$ cat src/rtl/dac_delta_sigma.sv
// First-order delta-sigma DAC output stage: a one-entry sample buffer feeds a
// wrap-around accumulator that steps once every FREQ_DIV clocks.
module dac_delta_sigma #(
   parameter int BIT_WIDTH = 10,
   parameter int FREQ_DIV  = 5
) (
   input  logic                 CLK,
   input  logic                 RESET_n,
   input  logic                 IN_VALID,
   output logic                 IN_READY,
   input  logic [BIT_WIDTH-1:0] IN_DATA,
   output logic                 DAC_OUT,
   output logic                 SAMPLE_TICK
);
   localparam int               CNT_W    = (FREQ_DIV > 1) ? $clog2(FREQ_DIV) : 1;
   localparam logic [CNT_W-1:0] CNT_LAST = CNT_W'(FREQ_DIV - 1);

   logic [CNT_W-1:0]     r_div_cnt;
   logic                 r_buf_full;
   logic [BIT_WIDTH-1:0] r_buf;
   logic [BIT_WIDTH-1:0] r_cur;
   logic [BIT_WIDTH-1:0] r_acc;
   logic                 r_dac;
   logic                 r_sample_tick;

   logic                 w_tick;
   logic                 w_accept;
   logic [BIT_WIDTH-1:0] w_sel;
   logic [BIT_WIDTH-1:0] w_u;
   logic [BIT_WIDTH:0]   w_sum;

   assign w_tick   = (r_div_cnt == CNT_LAST);
   assign w_accept = IN_VALID && !r_buf_full;
   assign w_sel    = r_buf_full ? r_buf : r_cur;
   // flipping the sign bit turns two's complement into offset binary
   assign w_u      = {~w_sel[BIT_WIDTH-1], w_sel[BIT_WIDTH-2:0]};
   assign w_sum    = {1'b0, r_acc} + {1'b0, w_u};

   always_ff @(posedge CLK or negedge RESET_n) begin
      if (!RESET_n) begin
         r_div_cnt     <= '0;
         r_buf_full    <= 1'b0;
         r_buf         <= '0;
         r_cur         <= '0;
         r_acc         <= '0;
         r_dac         <= 1'b0;
         r_sample_tick <= 1'b0;
      end else begin
         r_div_cnt     <= w_tick ? '0 : r_div_cnt + CNT_W'(1);
         r_sample_tick <= w_tick;
         if (w_tick) begin
            r_cur      <= w_sel;
            r_buf_full <= 1'b0;
            r_acc      <= w_sum[BIT_WIDTH-1:0];
            r_dac      <= w_sum[BIT_WIDTH];
         end
         // placed after the tick update so an accept on a tick edge keeps the buffer full
         if (w_accept) begin
            r_buf      <= IN_DATA;
            r_buf_full <= 1'b1;
         end
      end
   end

   assign IN_READY    = !r_buf_full;
   assign DAC_OUT     = r_dac;
   assign SAMPLE_TICK = r_sample_tick;

endmodule

$ cat config.mk
export PLATFORM = sky130hd
export DESIGN_NAME = dac_delta_sigma
export DESIGN_NICKNAME = d
export VERILOG_FILES = /design/src/rtl/dac_delta_sigma.sv
export SDC_FILE = /design/constraint.sdc
export NUM_CORES = 1
export LEC_CHECK = 0
export BUFFER_PORTS_ARGS = -buffer_cell sky130_fd_sc_hd__buf_4
export CAP_MARGIN = 0
export CORE_MARGIN = 3
export CORE_UTILIZATION = 58
export DETAILED_ROUTE_END_ITERATION = 6
export PLACE_DENSITY = 0.75
export SYNTH_ARGS = -nofsm -noshare
export SYNTH_HDL_FRONTEND = slang
export SYNTH_SLANG_ARGS = --single-unit
$ cat constraint.sdc
create_clock -name CLK -period 3 [get_ports CLK]
set_input_delay 0.3 -clock CLK [delete_from_list [all_inputs] [get_ports CLK]]
set_output_delay 0.3 -clock CLK [all_outputs]
set_load 0.02 [all_outputs]
==> After elaboration in Yosys (flattened, before gate mapping) <==
Cells that the tools add are included.
{ "classes": {"bitwise": 1, "eq_ne": 1, "add_sub_neg": 2, "reduce_logical": 3, "mux": 4} }
{ "op_table": {"columns": ["operator", "count"], "rows": [
  ["10-bit by 10-bit adder with 11-bit output", 1],
  ["10-bit 2-to-1 mux", 1],
  ["3-bit by 1-bit adder with 3-bit output (second input constant)", 1],
  ["3-bit equality test (second input constant)", 1],
  ["3-bit 2-to-1 mux", 1],
  ["1-bit 2-to-1 mux", 2],
  ["2-bit nonzero test", 1],
  ["1-bit logical AND", 1],
  ["1-bit zero test", 1],
  ["1-bit inverter", 1]
]} }
{ "totals": {"output_inout_bits": 3, "inputBits": 13, "wordCells": 18, "ff_bits": 36} }

==> Logic depth before layout (Yosys ltp) <==
{ "logic_depth": {"ltp_word": 3, "mapped_depth": 9, "mapped_depth_nobuf": 9} }

==> Least setup slack after synthesis <==
OpenSTA, ideal clock, no wires.
{ "synth_timing": {"path_kind": "register to register", "from": "register r_buf_full", "to": "register r_acc[9]", "synth_period_minus_slack_ns": 2.352, "t_arrival_ns": 2.220, "required_time_ns": 2.869, "stages_incl_launch_ff": 9, "path_slack_ns": 0.648, "setup_time_ns": 0.131, "path_cell_list": "dfrtp_1 > buf_2 > mux2_2 > ha_1 > a21o_1 > a21o_1 > a21oi_1 > mux2i_1 > or3b_1"} }
{ "synth_between": {"word_cells_on_any_way": 3, "classes_between": "add/sub: 1; mux: 1; bitwise: 1"} }
{ "synth_lines": {"columns": ["item", "line_no", "text"], "rows": [
  ["start, declared", "19", "logic r_buf_full;"],
  ["start signal, assigned", "42", "r_buf_full <= 1'b0;"],
  ["start signal, assigned", "53", "r_buf_full <= 1'b0;"],
  ["start signal, assigned", "60", "r_buf_full <= 1'b1;"],
  ["10-bit 2-to-1 mux", "34", "assign w_sel = r_buf_full ? r_buf : r_cur;"],
  ["net w_sel[5]", "28", "logic [BIT_WIDTH-1:0] w_sel;"],
  ["10-bit by 10-bit adder with 11-bit output", "37", "assign w_sum = {1'b0, r_acc} + {1'b0, w_u};"],
  ["end signal, assigned", "54", "r_acc <= w_sum[BIT_WIDTH-1:0];"],
  ["end, declared", "22", "logic [BIT_WIDTH-1:0] r_acc;"]
]} }
The timed path passes the listed nets, and every way through them passes these cells.
A chain may end at the register's enable or synchronous reset.

==> Worst setup path in the final report <==
Same ends and word-level chain as after synthesis.

==> run metrics <==
status=completed; clock sinks=36; core area=0.00310 mm²; hpwl dp=2.46 mm; final-report hold violation count=0; Final Skew=0.00700 ns; PortBufs=15; total power=2.19 mW; clock root cell=clkbuf_4; final-layout fill cell count=260; Clock transition at path regs=0.11 ns; Hold Path Origin=IN_DATA[6]; post-CTS setup buffer count=0; Final Util=69.0%; drt drc=0; EDFF count, synth=0; Max Slew Vio Count=0; Post-synth top flop=dfrtp_1; Req. time, crit path=3.22 ns; share of cells above drive strength 1=22.5%; Clock Path Buffers=2; Area after DPL=0.00205 mm²; NumNets Final=225; leading cell type in the layout, fill and taps excluded=nand2_1; Yosys top cell area share=47.3%; Reg area=901 µm²; Synth Instances=181; slowest CP cell=dfrtp_1; routed len/inst=13.8 µm; worst-path fanout max=13; count of cells resized by post-cts repair=0; Rel. slew slack=37.6%; Yosys reg bits=36; DR vias=1333; sequential area share after synthesis=47.3%; initial antenna violation count=0; gpl congestion=0.816; CTS tree=yes; most frequent cells in the layout=nand2_1 (39), dfrtp_1 (36), mux2_2 (19), buf_4 (16), ha_1 (12); hold slack=0.188 ns; Critical Path Sink Type=flop; area grow syn2layout=12.4%; Initial Util=61.4%; largest cells by area after synthesis=dfrtp_1 (47%), mux2_2 (11%), ha_1 (7.9%); FF-to-FF Start=r_buf_full; Setup crit start=r_buf_full; Tot GR Track Use=19.5%; ant diodes=0; largest net degree at the start of global routing=37; DRT iter0 DRCs=42; final setup margin=0.267 ns; multi-input logic area=948 µm²; GRT overflow=0; die area=0.00401 mm²; worst setup path class=flop to flop; I/O pin cnt=16; Placed Cells=235; mean post-synth cell area=10.5 µm²; CTS buffer count=5; min Tclk post-route=2.73 ns; DP Worst Slack=0.255 ns; Post-Syn Area=0.00190 mm²; Hold WC Path Type=input pin to flop; VDD IR max=0.000578 V; post-synth top area cell=dfrtp_1; final period utilization=91.1%; Async SR Flop Fraction=100%; worst skew pair latency=0.34 ns; leakage=1.02 nW; final setup vio count=0; first-pass GRT wire length=6.06 mm; setup TNS=0 ns; final instance area=0.00214 mm²; Rows=20; H-tree levels=2; vias per cell=5.46; P per Cell Area=1020 mW/mm²; Finished Layout Cells=244; RSZ-0062 raised after global routing=no; Fmax=366 MHz; max cap viols=0; number of routed nets with antenna violations=0; CP arrival=2.96 ns; DIE WIDTH=63.3 µm; most used cell, CP=a21o_1; worst slew pin tran=0.934 ns; final wirelength=3.37 mm; synthesized netlist net count=207; post-synthesis cell type count=34; Synth Warn #=0; CP Launch Type=flop; slowest cell delay on critical path=0.68 ns; number of global-route vias before repair=1370; DRT Pass-1 Iters=4; Die H=63.3 µm; CP cell instances=mux2_2, ha_1, a21o_1, a21o_1, a21oi_1, mux2i_1, or3b_1; hold bufs inserted after CTS=1
[path summary, 6_finish.rpt]
path,slack [ns],to,depth (start not counted)
hold / removal,0.19,r_buf[6],2
hold reg to reg,0.47,r_div_cnt[0],1
max in group asynchronous,2.25,r_cur[2],2
setup reg to reg,0.27,r_acc[9],7
setup / recovery,0.27,r_acc[9],7
min in group asynchronous,0.44,r_cur[7],2
[worst max-delay path: cells and delay by family (launching register included)]
family	cells	cell delay (ns)
AOI/OAI and AO/OA	3	0.63
adders and majority gates	1	0.35
DFF	1	0.68
muxes	2	0.61
and+or+nand+nor	1	0.36
[where the power goes]
| part | switching, mW | total (mW) | leakage [nW] | internal (mW) |
|---|---|---|---|---|
| Clock | 0.159 | 0.334 | 0.0422 | 0.175 |
| Sequential | 0.0969 | 0.755 | 0.422 | 0.658 |
| Combinational | 0.571 | 1.10 | 0.555 | 0.533 |
| Total | 0.827 | 2.19 | 1.02 | 1.37 |
[Yosys cell counts (all sizes together), types with 2 or more instances]
master	count
a211oi	4
a21o	5
a21oi	3
buf	3
clkbuf	3
dfrtp	36
ha	12
inv	8
mux2	19
mux2i	5
nand2	39
nor2	5
nor2b	2
nor3	2
o21a	4
o21ai	14
o31a	2
o41ai	2
xor2	3
[cells by family (layout without fill, tap and decap cells)]
logic type | Yosys count | in the layout | synth area share (%)
flops | 36 | 36 | 47.3
fa+ha+maj | 13 | 13 | 8.94
buf+inv | 14 | 33 | 2.89
mux | 24 | 24 | 13.9
compound gates | 37 | 37 | 13.2
simple gates | 54 | 54 | 12.4
xor+xnor | 3 | 3 | 1.38
[sequential cells by signal (all words and copies together), names as in the netlist]
signal and flops:
r_acc 10, r_buf 10, r_cur 10, r_div_cnt 3
DAC_OUT 1, SAMPLE_TICK 1, r_buf_full 1
[area by class of cell]
cell class | count | area share [%]
multi-input cells | 131 | 44.3
inverters | 8 | 1.40
clock inverters | 2 | 1.64
flip-flops and latches | 36 | 42.1
clock buffers | 6 | 1.93
well taps | 44 | 2.57
repair buffers | 17 | 6.08
[per-layer routing]
metal	vias to the layer above	global-route usage [%]	share of wire [%]
li1	666	-	-
met1	638	25.9	47
met2	24	29.5	48
met3	5	6.60	4.0
met4	0	7.55	1.6
met5	-	0	0
Note: power is estimated with default switching activity, not from simulation.
